===== src/rtl/alu_operand_sequencer.sv =====
// Issue/writeback sequencer around the processor ALU: decodes instruction words,
// drives ALU operands from the accumulator and register file, writes results back.
module alu_operand_sequencer #(
    parameter int NREGS = 8,
    parameter int IMM_W = 16
) (
    input  logic        clk,
    input  logic        rst,
    input  logic        start,
    input  logic        stop,
    input  logic [31:0] instr,
    input  logic        instr_valid,
    output logic        instr_ready,
    input  logic [31:0] alout,
    output logic [31:0] acout,
    output logic [31:0] B_in,
    output logic [2:0]  opcode,
    output logic        alu_start,
    output logic [31:0] acc,
    output logic        retire,
    output logic        busy
);

    localparam int IDX_W = $clog2(NREGS);
    localparam logic [2:0] OP_STORE = 3'b111;

    typedef enum logic [1:0] {IDLE, READY, ISSUE, WAIT} state_t;

    state_t      state, state_next;
    logic [31:0] regs [NREGS];
    logic [31:0] ir_p0;
    logic        stop_seen;

    logic [2:0]       ir_op;
    logic [IDX_W-1:0] ir_idx;
    logic [IDX_W-1:0] in_idx;
    logic [31:0]      in_imm;

    assign ir_op  = ir_p0[31:29];
    assign ir_idx = ir_p0[27:28-IDX_W];
    assign in_idx = instr[27:28-IDX_W];
    assign in_imm = {{(32-IMM_W){1'b0}}, instr[IMM_W-1:0]};

    always_ff @(posedge clk) begin
        if (rst) begin
            state <= IDLE;
        end else begin
            state <= state_next;
        end
    end

    always_comb begin
        state_next = state;
        case (state)
            IDLE:    if (start) state_next = READY;
            READY: begin
                if (instr_valid)  state_next = ISSUE;
                else if (stop)    state_next = IDLE;
            end
            ISSUE:   state_next = WAIT;
            WAIT:    state_next = (stop_seen || stop) ? IDLE : READY;
            default: state_next = IDLE;
        endcase
    end

    // rst masks retire so a discarded instruction never reports completion
    always_comb begin
        instr_ready = (state == READY);
        retire      = (state == WAIT) && !rst;
        busy        = (state != IDLE);
        alu_start   = (state != IDLE);
    end

    always_ff @(posedge clk) begin
        if (rst) begin
            acc       <= '0;
            acout     <= '0;
            B_in      <= '0;
            ir_p0     <= '0;
            opcode    <= OP_STORE;
            stop_seen <= 1'b0;
            for (int i = 0; i < NREGS; i++) begin
                regs[i] <= '0;
            end
        end else begin
            case (state)
                READY: begin
                    // accept: operands are loaded so the ALU sees them throughout ISSUE
                    if (instr_valid) begin
                        ir_p0     <= instr;
                        opcode    <= instr[31:29];
                        acout     <= acc;
                        B_in      <= instr[28] ? in_imm : regs[in_idx];
                        stop_seen <= stop;
                    end
                end
                ISSUE: begin
                    stop_seen <= stop_seen | stop;
                end
                WAIT: begin
                    if (ir_op == OP_STORE) begin
                        regs[ir_idx] <= acc;
                    end else begin
                        acc <= alout;
                    end
                    opcode <= OP_STORE;
                end
                default: ;
            endcase
        end
    end

endmodule


===== config.mk =====
export PLATFORM = sky130hd
export DESIGN_NAME = alu_operand_sequencer
export DESIGN_NICKNAME = d
export VERILOG_FILES = /design/src/rtl/alu_operand_sequencer.sv
export SDC_FILE = /design/constraint.sdc
export NUM_CORES = 1
export LEC_CHECK = 0
export ABC_AREA = 1
export CAP_MARGIN = 20
export CORE_MARGIN = 2
export CORE_UTILIZATION = 51
export CTS_BUF_LIST = sky130_fd_sc_hd__clkbuf_16
export DETAILED_ROUTE_END_ITERATION = 16
export PLACE_DENSITY = 0.76
export SETUP_SLACK_MARGIN = 0.2
export SKIP_CTS_REPAIR_TIMING = 1
export SLEW_MARGIN = 20
export SYNTH_ARGS = -nofsm -noshare
export SYNTH_HDL_FRONTEND = slang
export SYNTH_SLANG_ARGS = --single-unit

===== constraint.sdc =====
create_clock -name clk -period 2.4 [get_ports clk]
set_input_delay 0.6 -clock clk [delete_from_list [all_inputs] [get_ports clk]]
set_output_delay 0.6 -clock clk [all_outputs]
set_load 0.02 [all_outputs]

==> impl_metrics.ini, run 1 <==
[critical_path]
critPathKind = reg -> out
critPathBufInv = 1
path_cells = clkdlybuf4s50_1
crit_required_ns = 1.80
crit_family = buffers and inverters
worst_setup_path_end_kind = primary output
start_kind = flip-flop
cp_max_fo = 2
arrival_ns = 1.52
slowest_stage = clkdlybuf4s50_1
r2r_setup_slack_ns = 0.56
slowest_delay_ns = 0.66

[power]
cellPowerDensity_nw_per_um2 = 723.6
p_int_mw = 10.64
finalPower_mw = 13.91
clockPowerShare_pct = 39.3
sw_frac_of_total_pct = 23.49
power_switching_mw = 3.267
cellLeakagePower_nw = 7.739
comb_power_share_pct = 10.0
pwr-share-seq_pct = 50.7
peakVddDrop_uv = 532.7

[timing]
fin_skew_ns = 0.01075
worst_pin_slew_ns = 0.5581
rsz0062_at_grt = false
setup_ws_ns = 0.2760
max_freq_ghz = 0.4708
fin_crit_ns = 2.124
fin_crit_sh_pct = 88.50
slew_headroom_pct = 62.80
drv_slew = 0
setup_tns_ns = 0
setup_viol = 0
hold_viol = 0

[routing]
vias = 12444
firstDrtPassIters = 5
routedWlPerCell_um = 17.54
drtIter0Drc = 1127
via_per_inst = 5.343
drc = 0
antenna_left = 0
routed_wl_mm = 40.85

[grt]
use_met2_pct = 41.93
antenna_found_initial = 0
grt_max_degree = 93
met1_usage_pct = 32.28
grt_pass1_vias = 12335
grt_pass1_wl_mm = 64.53
gr-total-overflow = 0
grt_use_total_pct = 24.85
grt_util_met3_pct = 4.193
busiest_layer = met2

[place]
gp_congestion = 0.8084
io_buffers = 162
dp_slack_ns = 0.1545
place_inst = 2259
dp_hpwl_mm = 23.88

[clock_tree]
cts_tree = built
cts-buffers-inserted = 38
root_buffer = clkbuf_16
cts_sinks = 364
clk_path_buf_depth = 3
clk_pin_slew_worst_paths_ns = 0.06
htree_levels = 2
clock_latency_ns = 0.52

[synthesis]
synth_seq_cells = 364
syn_inst = 1758
ys_seq_area_share_pct = 61.76
synth_area_um2 = 15950
synth.avg_cell_area_um2 = 9.072
syn-num-nets = 1827
synth.distinct_cells = 23
yosysWarnings = 0

[final_layout]
final_layout_size_suffix_gt1_share_pct = 6.984
finalNetCount = 1972
area_growth_pct = 20.51
diodes = 0
stdcell_count = 2329
fin_util_pct = 62.66
num-fill-cells = 2408

[floorplanning]
core-area_um2 = 30670
die_area_um2 = 32700
boundaryPins = 172
die_h_um = 180.8
start_util_pct = 52.00
rows = 64
die_w_um = 180.8

[outcome]
outcome = finished clean

[job]
cap_violations = 0

[min_path]
min-delay-path-class = reg -> reg
-- flip-flops by register name, indices dropped and copies added, names as in the netlist, named ones only --
| register | flops |
|---|---|
| state | 1 |
| opcode | 3 |
| acout | 32 |
| acc | 32 |
| ir_p0 | 6 |
| B_in | 32 |
| stop_seen | 1 |
| regs | 256 |
-- cells by family (layout without fill, tap and decap cells) --
logic type / after synthesis / count (layout) / synth area share [%]
flip-flops: 364 / 364 / 61.76
AO/OA/AOI/OAI: 196 / 196 / 6.159
buffers and inverters: 347 / 522 / 9.517
AND/OR/NAND/NOR: 851 / 851 / 22.56
-- final timing paths --
check,depth (start not counted),startpoint,end
setup / recovery,1,B_in[10]$_SDFFE_PP0P_,B_in[10]
hold reg to reg,2,opcode[1]$_SDFFE_PP1P_,opcode[1]$_SDFFE_PP1P_
setup reg to reg,7,flip-flop,regs[1][18]$_SDFFCE_PN0P_
hold / removal,2,opcode[1]$_SDFFE_PP1P_,opcode[1]$_SDFFE_PP1P_
-- cells in the mapped netlist --
master | instances | area (um2)
buf_4 | 3 | 22.52
nand2_4 | 8 | 90.09
clkinv_1 | 32 | 120.1
nand2_1 | 352 | 1321
or2_2 | 8 | 50.05
nand4_4 | 1 | 21.27
edfxtp_1 | 256 | 7687
buf_2 | 19 | 95.09
nor2_8 | 2 | 40.04
buf_1 | 10 | 37.54
o21ai_0 | 83 | 415.4
nor2_4 | 3 | 33.78
inv_1 | 205 | 769.5
nor3_1 | 1 | 5.000
nand2_2 | 1 | 6.260
inv_2 | 2 | 7.510
o22ai_1 | 1 | 6.260
nor2_1 | 277 | 1040
nand3_1 | 198 | 991.0
clkbuf_1 | 52 | 195.2
dfxtp_1 | 108 | 2162
a21oi_1 | 112 | 560.5
buf_6 | 24 | 270.3
-- power by group through the flow --
| stage | registers (mW) | clock network, mW | logic [mW] |
|---|---|---|---|
| after floorplan | 7.28 | 0 | 0.654 |
| after global placement | 7.17 | 0 | 1.36 |
| after detailed placement | 7.18 | 0 | 1.39 |
| after CTS | 7.05 | 5.50 | 1.40 |
| after global routing | 7.07 | 5.76 | 1.52 |
| final | 7.05 | 5.46 | 1.40 |
-- tightest hold or removal path: stages (launching register included) --
cell     delay, ns
dfxtp_1       0.33
nand2_1       0.05
nand3_1       0.05
-- cell usage in the layout, fill, tap and decap left out --
| cell type | synthesis | layout |
|---|---|---|
| nand2_4 | 8 | 8 |
| buf_12 | 0 | 17 |
| nand2_1 | 352 | 343 |
| buf_4 | 3 | 35 |
| nand3_1 | 198 | 198 |
| clkdlybuf4s50_1 | 0 | 154 |
| o22ai_1 | 1 | 1 |
| nor2_1 | 277 | 277 |
| or2_2 | 8 | 8 |
| clkinv_2 | 0 | 2 |
| buf_2 | 19 | 3 |
| inv_1 | 205 | 222 |
| a21oi_1 | 112 | 112 |
| nand4_4 | 1 | 1 |
| nor2_4 | 3 | 3 |
| dlymetal6s2s_1 | 0 | 4 |
| nor3_1 | 1 | 1 |
| o21ai_0 | 83 | 83 |
| bufinv_16 | 0 | 1 |
| clkinv_1 | 32 | 39 |
| nand2_2 | 1 | 10 |
| nor2_8 | 2 | 2 |
| edfxtp_1 | 256 | 256 |
| clkbuf_16 | 0 | 41 |
| dfxtp_1 | 108 | 108 |
| inv_2 | 2 | 4 |
-- through the flow --
stage                     instance area, um2  hold slack (ns)
after floorplan                        15970           0.4485
after global placement                 18050           0.4512
after detailed placement               18050           0.4532
after CTS                              19210           0.4658
after global routing                   19220           0.4927
final                                  19220           0.4613
-- layout make-up --
cell class | count | area, um2 | area share, %
repair buffers | 213 | 2210 | 11.50
inverters | 239 | 898.4 | 4.674
multi-input cells | 1047 | 4603 | 23.95
clock buffers | 41 | 1026 | 5.339
flip-flops and latches | 364 | 9849 | 51.25
well taps | 396 | 495.5 | 2.578
clock inverters | 29 | 136.4 | 0.7096
-- per-layer routing --
| layer | share of wire, % | vias to the layer above | wire, um |
|---|---|---|---|
| li1 | - | 5946 | - |
| met1 | 39 | 5813 | 16060 |
| met2 | 48 | 592 | 19720 |
| met3 | 9.4 | 93 | 3831 |
| met4 | 3.0 | 0 | 1244 |
| met5 | 0 | - | 0 |
Power figures use the tool's default switching activity.
==> run 2: changes to the inputs <==
- CTS_CLUSTER_DIAMETER: unset -> 120
==> results of run 2 <==
No change in the layout: final DEF, timing and power equal those of run 1.
==> run 3: changes to the inputs <==
- SLEW_MARGIN: 20 -> 0
==> results of run 3 <==
No change in the layout: final DEF, timing and power equal those of run 1.
==> edit (settings of run 1) <==
Make the reset (`rst`) asynchronous in 2 clocked blocks.
--- a/src/rtl/alu_operand_sequencer.sv
+++ b/src/rtl/alu_operand_sequencer.sv
@@ -42,5 +42,5 @@
     assign in_imm = {{(32-IMM_W){1'b0}}, instr[IMM_W-1:0]};
 
-    always_ff @(posedge clk) begin
+    always_ff @(posedge clk or posedge rst) begin
         if (rst) begin
             state <= IDLE;
@@ -72,5 +72,5 @@
     end
 
-    always_ff @(posedge clk) begin
+    always_ff @(posedge clk or posedge rst) begin
         if (rst) begin
             acc       <= '0;
Formal check against the unedited RTL: differs if rst is asserted again (counterexample within 4 cycles, from zero or initial values and one cycle with rst high); with rst held inactive, the same outputs for 4 cycles.
==> edit against run 1 <==
Utilization grew 0.73 points; sequential cell count is the same; design area shrank 1.5%; count of clock-buffer cells in the layout shrank 2; critical path type unchanged; sequential share of layout area shrank 3.1 points; routed wire length shrank 5.3%; largest cell class unchanged; clock skew grew 3.6 ps; area after synthesis shrank 2.5%; non-clock buffer count shrank 13; worst setup slack lost 0.56 ps.
Power is not compared: it rests on default switching activity, and its combinational part moved more than twofold at a synthesized area within 25%.
==> edit: results (changes against run 1) <==
| Metric | Value | Delta |
|:---|:---|:---|
| # clk buffers | 39 | was 41 |
| Period Utilization, post-route | 88.5% | about the same |
| Vias in the first global route | 12500 | was 12300 |
| Number of cells on the worst reg-to-reg path | 6 | was 7 |
| All-Layer GR Usage | 25.1% | was 24.8% |
| Total detailed-routing wirelength | 38700 um | was 40900 um |
| Slowest cell delay on critical path | 620 ps | was 660 ps |
| Non-clock buffer contribution to total cell area | 11.6% | was 11.5% |
| Syn_nets | 1851 | was 1827 |
| Most numerous cell types in the synthesized netlist | nand2_1 (410), dfrtp_1 (361), o21ai_0 (241) | was nand2_1 (352), nor2_1 (277), edfxtp_1 (256) |
| Synth Flop Type | dfrtp_1 | was edfxtp_1 |
| Largest cells by area after synthesis | dfrtp_1 (58%), nand2_1 (9.9%), o21ai_0 (7.8%) | was edfxtp_1 (48%), dfxtp_1 (14%), nand2_1 (8.3%) |
| Detailed Route Iter0 Violations | 1144 | was 1127 |
| Critical hold path startpoint | acout[23]$_DFFE_PP0P_ | was opcode[1]$_SDFFE_PP1P_ |
| Worst Max-Slew Pin Slew | 773 ps | was 558 ps |
| Non-clock inverter count | 86 | was 239 |
| Clock-cell share of area | 6.46% | was 6.05% |
| Half-perimeter wire length of the detailed placement result | 22800 um | was 23900 um |
| Fraction of registers with async set or reset after synthesis | 100% | was 0% |
| First-pass DRT Iterations | 5 | unchanged |
| Reg-to-Reg End | regs[91]$_DFFE_PP0P_ | was regs[1][18]$_SDFFCE_PN0P_ |
| Proportion of cell area occupied by multi-input gates | 29.5% | was 24.0% |
| Smallest hold slack | 482 ps | was 461 ps |
| Proportion of synthesized chip area in sequential cells | 58.6% | was 61.8% |
| Routability Congestion | 0.769 | was 0.808 |
| Number of flip-flops in the largest register | 256 | unchanged |
| Share of final-layout standard cells stronger than drive strength 1 | 6.69% | was 6.98% |
| Number of nets in the finished design | 1968 | was 1972 |
| First-pass GRT wire length | 64200 um | was 64500 um |
| Worst Skew | 14.4 ps | was 10.8 ps |
| Count of buffers not belonging to the clock network in the layout | 200 | was 213 |
| Largest register by flop count | regs | unchanged |
| Clock root cell | clkbuf_16 | unchanged |
| Top cell family by delay on the critical path | buffers and inverters | unchanged |
| Pin count of the biggest net entering global routing | 79 | was 93 |
| Worst setup slack for register-to-register paths | 470 ps | was 560 ps |
| Number of filler cells placed in the layout | 2445 | was 2408 |
| Seq area share | 48.1% | was 51.3% |
| Run status | completed | unchanged |
[edit: cell count changes after synthesis, moves of 119 or more]
cell / delta
o21ai_1: +167
dfrtp_1: +361
inv_1: -119
edfxtp_1: -256
o21ai_0: +158
nand3_1: -131
[edit: through the flow]
stage | setup TNS (ps) | area [um2] | cells | worst slack, ps | total power [W]
final | 0 | 18900 | 2318 | 275 | 0.0208
after global routing | 0 | 18900 | 2318 | 177 | 0.0220
after CTS | -228 | 18900 | 2318 | -118 | 0.0210
after detailed placement | 0 | 17700 | 2249 | 42.7 | 0.0152
after global placement | 0 | 17700 | 2249 | 68.6 | 0.0150
after floorplan | -1117040 | 15600 | 1782 | -3080 | 0.0124
[edit: routing by layer]
metal / vias to the layer above / global-route usage, % / routed length [um]
met5: - / 0 / 0
met4: 0 / 6.27 / 605
met1: 6224 / 35.5 / 17200
met2: 514 / 40.2 / 17900
li1: 6106 / - / -
met3: 56 / 4.54 / 2930
[edit: kinds of logic (layout without fill, tap and decap cells)]
| kind of cell | count (synthesis) | count (layout) | share of synthesized area [%] |
|---|---|---|---|
| AO/OA/AOI/OAI | 506 | 506 | 17.1 |
| buffers and inverters | 209 | 355 | 5.58 |
| AND/OR/NAND/NOR | 703 | 703 | 18.7 |
| flip-flops | 364 | 364 | 58.6 |
[edit: worst max path at each step]
| stage | slack (ps) | from | end |
|---|---|---|---|
| global placement | 70 | rst | retire |
| floorplan | -3080 | rst | B_in[0]$_DFFE_PP0P_ |
| CTS | -120 | flip-flop | instr_ready |
| finish | 280 | B_in[24]$_DFFE_PP0P_ | B_in[24] |
| detailed placement | 40 | rst | retire |
| global route | 180 | flip-flop | instr_ready |
